$ cat src/rtl/multicycle_ctrl.sv
// multicycle_ctrl: main control FSM for the multicycle MIPS core.
// Sequences the shared memory port, ALU, register file, IR and PC, one
// state per cycle, and decodes the current state (plus the opcode in
// Decode/MemAddr) into mux selects, ALU op and write strobes.
//
// Ports:
//   clk, rst_n      clock, asynchronous active-low reset
//   opcode          IR[31:26]
//   alu_zero        ALU zero flag (used in Beq)
//   mem_ready       memory completes the current access this cycle
//   state           current FSM state (debug)
//   mem_addr_sel, alu_srca_sel, alu_srcb_sel, alu_op, wreg_dst_sel,
//   wrbck_data_sel, nxt_pc_sel   datapath selects
//   ir_wr, mem_rd, mem_wr, reg_wr, pc_en   write/access strobes
//   instr_done      last cycle of an instruction
//   illegal_op      unsupported opcode seen in Decode
//
// Build option: define MULTCYC_ADDIU_EN to compile in the ADDIU path
// (AddiuExec state, encoding 12). Without it ADDIU is an illegal opcode.
//
// Outputs follow the state combinationally (they must reflect the current
// state and the same-cycle mem_ready/alu_zero) and are forced low while
// rst_n is asserted, so a reset aborts any access immediately.

module multicycle_ctrl (
    input  logic       clk,
    input  logic       rst_n,
    input  logic [5:0] opcode,
    input  logic       alu_zero,
    input  logic       mem_ready,
    output logic [3:0] state,
    output logic       mem_addr_sel,
    output logic       alu_srca_sel,
    output logic [1:0] alu_srcb_sel,
    output logic [1:0] alu_op,
    output logic       wreg_dst_sel,
    output logic       wrbck_data_sel,
    output logic [1:0] nxt_pc_sel,
    output logic       ir_wr,
    output logic       mem_rd,
    output logic       mem_wr,
    output logic       reg_wr,
    output logic       pc_en,
    output logic       instr_done,
    output logic       illegal_op
);

    localparam int unsigned ST_W  = 4;
    localparam int unsigned OPC_W = 6;

    // Opcode encodings (IR[31:26])
    localparam logic [OPC_W-1:0] OP_RR    = 6'h00;
    localparam logic [OPC_W-1:0] OP_J     = 6'h02;
    localparam logic [OPC_W-1:0] OP_BEQ   = 6'h04;
    localparam logic [OPC_W-1:0] OP_ADDI  = 6'h08;
`ifdef MULTCYC_ADDIU_EN
    localparam logic [OPC_W-1:0] OP_ADDIU = 6'h09;
`endif
    localparam logic [OPC_W-1:0] OP_LW    = 6'h23;
    localparam logic [OPC_W-1:0] OP_SW    = 6'h2B;

    // ALU operations
    localparam logic [1:0] ALUOP_ADD  = 2'd0;
    localparam logic [1:0] ALUOP_SUB  = 2'd1;
    localparam logic [1:0] ALUOP_RR   = 2'd2;
    localparam logic [1:0] ALUOP_ADDU = 2'd3;

    // Datapath select encodings
    localparam logic       ADDR_ALUOUT = 1'b1;
    localparam logic       SRCA_RS     = 1'b1;
    localparam logic [1:0] SRCB_RT     = 2'd0;
    localparam logic [1:0] SRCB_FOUR   = 2'd1;
    localparam logic [1:0] SRCB_IMM    = 2'd2;
    localparam logic [1:0] SRCB_BEQIMM = 2'd3;
    localparam logic       WR_RT       = 1'b0;
    localparam logic       WR_RD       = 1'b1;
    localparam logic       WB_ALUOUT   = 1'b0;
    localparam logic       WB_MEMDATA  = 1'b1;
    localparam logic [1:0] PC_BRANCH   = 2'd1;
    localparam logic [1:0] PC_JMP      = 2'd2;

    typedef enum logic [ST_W-1:0] {
        S_FETCH       = 4'd0,
        S_DECODE      = 4'd1,
        S_MEM_ADDR    = 4'd2,
        S_MEM_RD      = 4'd3,
        S_MEM_WRBCK   = 4'd4,
        S_MEM_WR      = 4'd5,
        S_RR_EXEC     = 4'd6,
        S_ALU_RR_WRBCK = 4'd7,
        S_BEQ         = 4'd8,
        S_JMP         = 4'd9,
        S_ADDI_EXEC   = 4'd10,
        S_ALU_RI_WRBCK = 4'd11,
        S_ADDIU_EXEC  = 4'd12
    } state_t;

    state_t cur_state, nxt_state;

    // State register
    always_ff @(posedge clk or negedge rst_n) begin
        if (!rst_n) cur_state <= S_FETCH;
        else        cur_state <= nxt_state;
    end

    assign state = cur_state;

    // Next-state and output decode
    always_comb begin
        nxt_state      = S_FETCH;
        mem_addr_sel   = 1'b0;
        alu_srca_sel   = 1'b0;
        alu_srcb_sel   = SRCB_RT;
        alu_op         = ALUOP_ADD;
        wreg_dst_sel   = WR_RT;
        wrbck_data_sel = WB_ALUOUT;
        nxt_pc_sel     = 2'd0;
        ir_wr          = 1'b0;
        mem_rd         = 1'b0;
        mem_wr         = 1'b0;
        reg_wr         = 1'b0;
        pc_en          = 1'b0;
        instr_done     = 1'b0;
        illegal_op     = 1'b0;

        if (rst_n) begin
            unique case (cur_state)
                S_FETCH: begin
                    mem_rd       = 1'b1;
                    alu_srcb_sel = SRCB_FOUR;
                    ir_wr        = mem_ready;
                    pc_en        = mem_ready;
                    nxt_state    = mem_ready ? S_DECODE : S_FETCH;
                end
                S_DECODE: begin
                    // Precompute the branch target into ALUout
                    alu_srcb_sel = SRCB_BEQIMM;
                    alu_op       = ALUOP_ADD;
                    unique case (opcode)
                        OP_LW, OP_SW: nxt_state = S_MEM_ADDR;
                        OP_RR:        nxt_state = S_RR_EXEC;
                        OP_BEQ:       nxt_state = S_BEQ;
                        OP_J:         nxt_state = S_JMP;
                        OP_ADDI:      nxt_state = S_ADDI_EXEC;
`ifdef MULTCYC_ADDIU_EN
                        OP_ADDIU:     nxt_state = S_ADDIU_EXEC;
`endif
                        default: begin
                            nxt_state  = S_FETCH;
                            illegal_op = 1'b1;
                        end
                    endcase
                end
                S_MEM_ADDR: begin
                    alu_srca_sel = SRCA_RS;
                    alu_srcb_sel = SRCB_IMM;
                    alu_op       = ALUOP_ADD;
                    nxt_state    = (opcode == OP_LW) ? S_MEM_RD : S_MEM_WR;
                end
                S_MEM_RD: begin
                    mem_addr_sel = ADDR_ALUOUT;
                    mem_rd       = 1'b1;
                    nxt_state    = mem_ready ? S_MEM_WRBCK : S_MEM_RD;
                end
                S_MEM_WRBCK: begin
                    reg_wr         = 1'b1;
                    wreg_dst_sel   = WR_RT;
                    wrbck_data_sel = WB_MEMDATA;
                    instr_done     = 1'b1;
                    nxt_state      = S_FETCH;
                end
                S_MEM_WR: begin
                    mem_addr_sel = ADDR_ALUOUT;
                    mem_wr       = 1'b1;
                    instr_done   = mem_ready;
                    nxt_state    = mem_ready ? S_FETCH : S_MEM_WR;
                end
                S_RR_EXEC: begin
                    alu_srca_sel = SRCA_RS;
                    alu_srcb_sel = SRCB_RT;
                    alu_op       = ALUOP_RR;
                    nxt_state    = S_ALU_RR_WRBCK;
                end
                S_ALU_RR_WRBCK: begin
                    reg_wr         = 1'b1;
                    wreg_dst_sel   = WR_RD;
                    wrbck_data_sel = WB_ALUOUT;
                    instr_done     = 1'b1;
                    nxt_state      = S_FETCH;
                end
                S_BEQ: begin
                    alu_srca_sel = SRCA_RS;
                    alu_srcb_sel = SRCB_RT;
                    alu_op       = ALUOP_SUB;
                    nxt_pc_sel   = PC_BRANCH;
                    pc_en        = alu_zero;
                    instr_done   = 1'b1;
                    nxt_state    = S_FETCH;
                end
                S_JMP: begin
                    nxt_pc_sel = PC_JMP;
                    pc_en      = 1'b1;
                    instr_done = 1'b1;
                    nxt_state  = S_FETCH;
                end
                S_ADDI_EXEC: begin
                    alu_srca_sel = SRCA_RS;
                    alu_srcb_sel = SRCB_IMM;
                    alu_op       = ALUOP_ADD;
                    nxt_state    = S_ALU_RI_WRBCK;
                end
`ifdef MULTCYC_ADDIU_EN
                S_ADDIU_EXEC: begin
                    alu_srca_sel = SRCA_RS;
                    alu_srcb_sel = SRCB_IMM;
                    alu_op       = ALUOP_ADDU;
                    nxt_state    = S_ALU_RI_WRBCK;
                end
`endif
                S_ALU_RI_WRBCK: begin
                    reg_wr         = 1'b1;
                    wreg_dst_sel   = WR_RT;
                    wrbck_data_sel = WB_ALUOUT;
                    instr_done     = 1'b1;
                    nxt_state      = S_FETCH;
                end
                // Unused encodings recover to Fetch with all strobes low
                default: nxt_state = S_FETCH;
            endcase
        end
    end

endmodule
$ cat config.mk
export PLATFORM = sky130hd
export DESIGN_NAME = multicycle_ctrl
export DESIGN_NICKNAME = d
export VERILOG_FILES = /design/src/rtl/multicycle_ctrl.sv
export SDC_FILE = /design/constraint.sdc
export NUM_CORES = 1
export LEC_CHECK = 0
export ABC_AREA = 1
export BUFFER_PORTS_ARGS = -buffer_cell sky130_fd_sc_hd__buf_2
export CELL_PAD_IN_SITES_DETAIL_PLACEMENT = 1
export CELL_PAD_IN_SITES_GLOBAL_PLACEMENT = 2
export CORE_ASPECT_RATIO = 1.75
export CORE_MARGIN = 2
export CORE_UTILIZATION = 19
export DETAILED_ROUTE_END_ITERATION = 8
export PLACE_DENSITY = 0.77
export SKIP_CTS_REPAIR_TIMING = 1
export SYNTH_ARGS = -nofsm -noshare
export SYNTH_HDL_FRONTEND = slang
export SYNTH_SLANG_ARGS = --single-unit
$ cat constraint.sdc
create_clock -name clk -period 1.3 [get_ports clk]
set_input_delay 0.065 -clock clk [delete_from_list [all_inputs] [get_ports clk]]
set_output_delay 0.065 -clock clk [all_outputs]
set_load 0.1 [all_outputs]
==> out/metrics.yaml <==
run_status:
  outcome: "complete, but fails checks"
  violations: "negative setup slack"
power_and_ir_drop:
  power.ir.vdd_worst_mv: 0.7596
  power.density_cell_area_nw_per_um2: 480.8
  total_power_uw: 739.9
  power.static_leakage_uw: 0.0006772
setup_path:
  worstRegToRegCells: 8
  crit_chain: "buf_4 > inv_2 > nand2_1 > nor2_2 > nor2_1 > nor2_4 > buf_12"
  crit_path_capture_type: "output pin"
  critical_path.slowest_cell: "sky130_fd_sc_hd__dfrtp_4"
  path_class: "flip-flop to output pin"
  worst-path-stages: 7
  critPathRequiredTime_ns: 1.24
  crit_family: "flip-flops"
  worst_path_largest_cell_delay_ns: 0.51
  crit_buf_inv: 3
  wp_data_arrival_ns: 1.58
  path_max_fanout: 5
  timing.critical_path.from_type: "flip-flop"
hold_path:
  hold-path-cell-count: 4
  hold_class: "primary input to flip-flop"
logic_synthesis:
  synth_area_per_cell_um2: 5.239
  synthesis.nets: 117
  ys_ff_latch: 4
  yosys.cell_types.count: 18
  post_synth_inst_count: 107
  synthesis.yosys.warnings: 0
  syn_area_um2: 560.5
  ys_seq_area_share_pct: 17.86
job:
  max-cap-violations: 0
finish:
  final_common_cell: "sky130_fd_sc_hd__buf_4"
  final_core_util_pct: 53.76
  fillCellCount: 344
  layout-drive-gt1-share_pct: 69.46
  flow.area_growth_from_synthesis_pct: 174.6
  most-common-layout-cells: "27 x sky130_fd_sc_hd__buf_4, 20 x sky130_fd_sc_hd__buf_12, 16 x sky130_fd_sc_hd__nand2_1"
  nNetsFinal: 179
  largest_reg_flops: 4
  antennaDiodeCount: 0
routing:
  detail_route.first_pass.iterations: 2
  drt_iter0_markers: 5
  viasPerCell: 4.759
  antenna_left: 0
  drc: 0
  vias: 928
  drt-wirelength-per-cell_um: 14.63
  wirelength_um: 2852
global_routing:
  antenna_found_initial: 0
  number_of_global_route_vias_before_repair: 969
  gr-usage-all-layers_pct: 17.69
  first_pass_grt_wire_length_um: 4347
  grt_overflow: 0
  maximum_number_of_pins_on_one_net_before_global_route_repair: 11
floorplanning:
  floorplan.die.width_um: 45.06
  number_of_top_level_pins: 31
  floorplan.rows: 26
  starting_density_pct: 19.58
  total_die_area_um2: 3418
  dieHeight_um: 75.85
  placeableCoreArea_um2: 2863
cts:
  clock_insertion_delay_worst_skew_ns: 0.22
  clkTransAtPathRegs_ns: 0.03
  cts_tree: "built"
  cts_max_level: 1
  clockBufferDepth: 2
  tritoncts_num_sinks: 4
  cts-root-buf: "sky130_fd_sc_hd__clkbuf_8"
  cts-buffers-inserted: 3
sta:
  hold_viol_final: 0
  rsz0062_at_grt: "yes"
  fmax_ghz: 0.6070
  setup-tns-final_ns: -4.971
  final.period_utilization_pct: 126.7
  clock-skew-final_ns: 0.0008664
  setup_slack_ns: -0.3475
  finalSetupViolations: 21
  finalMaxSlewViolations: 0
  maxSlewHeadroom_pct: 67.97
  post-route-min-period_ns: 1.648
  max_slew.worst_pin.slew_ns: 0.4838
placed_design:
  numPortBuffers: 30
  detailed_place_hpwl_um: 2336
  gp_congestion: 0.7978
-- report_power, final --
part / internal [µW] / total, µW / switching, µW
sequential: 129 / 133 / 3.95
clock: 198 / 266 / 68.2
combinational: 124 / 341 / 217
-- worst reg2reg max path, stage by stage, from the launching register on --
cell and delay [ns]:
sky130_fd_sc_hd__dfrtp_4 0.50, sky130_fd_sc_hd__inv_2 0.08, sky130_fd_sc_hd__buf_4 0.11, sky130_fd_sc_hd__nor2_4 0.05
sky130_fd_sc_hd__buf_4 0.13, sky130_fd_sc_hd__nand2_1 0.12, sky130_fd_sc_hd__nand3_1 0.10, sky130_fd_sc_hd__nor2_1 0.15
sky130_fd_sc_hd__a21oi_2 0.08
-- cell type report --
| class | count | area, µm² | share of cell area, % |
|---|---|---|---|
| sequential | 4 | 115.1 | 7.480 |
| tap | 28 | 35.03 | 2.276 |
| multi-input combinational | 84 | 609.3 | 39.59 |
| inverter | 17 | 63.81 | 4.146 |
| clock buffer | 3 | 41.29 | 2.683 |
| timing repair buffer | 59 | 674.4 | 43.82 |
-- cells by family (layout without fill, tap and decap cells) --
family,Yosys count,in the layout,share of synthesized area [%]
AND/OR/NAND/NOR,72,72,56.70
buffers and inverters,19,79,13.39
AO/OA/AOI/OAI,12,12,12.05
flip-flops,4,4,17.86
-- metal layers --
metal | vias up | part of all wire [%] | track usage, % | routed length, µm
met5 | - | 0 | 0 | 0
met4 | 0 | 3.6 | 8.170 | 102
met3 | 6 | 2.8 | 1.185 | 79
met2 | 26 | 65 | 38.10 | 1859
met1 | 438 | 28 | 14.96 | 811
li1 | 458 | - | - | -
-- synthesized netlist by cell type, drive strengths merged --
| cell type | instances | area, µm² |
|---|---|---|
| a21oi | 7 | 35.03 |
| clkinv | 2 | 7.510 |
| o21ai | 2 | 13.76 |
| buf | 2 | 11.26 |
| inv | 15 | 56.30 |
| o22ai | 1 | 6.260 |
| nor2 | 32 | 140.1 |
| nand3 | 12 | 60.06 |
| nand2 | 26 | 105.1 |
| dfrtp | 4 | 100.1 |
| a31oi | 2 | 12.51 |
| nand4 | 2 | 12.51 |
-- stage by stage --
step	cells	hold slack [ns]	area (µm²)	setup WS, ns
2_1_floorplan	107	-0.2306	745.7	-1.029
3_3_place_gp	186	-0.1088	1380	-0.1546
3_5_place_dp	186	-0.1054	1380	-0.2048
4_1_cts	189	-0.3362	1421	-0.4427
5_1_grt	195	0.2251	1539	-0.4195
6_report	195	0.2008	1539	-0.3475
-- final timing paths --
kind | startpoint | end | slack (ns)
setup / recovery | state[2] | mem_addr_sel | -0.35
hold / removal | opcode[4] | state[0] | 0.20
setup reg to reg | state[1] | state[1] | -0.15
hold reg to reg | state[2] | state[3] | 0.80
max in group asynchronous | rst_n | state[2] | 0.84
min in group asynchronous | rst_n | state[3] | 0.26
Note: power is estimated with default switching activity, not from simulation.
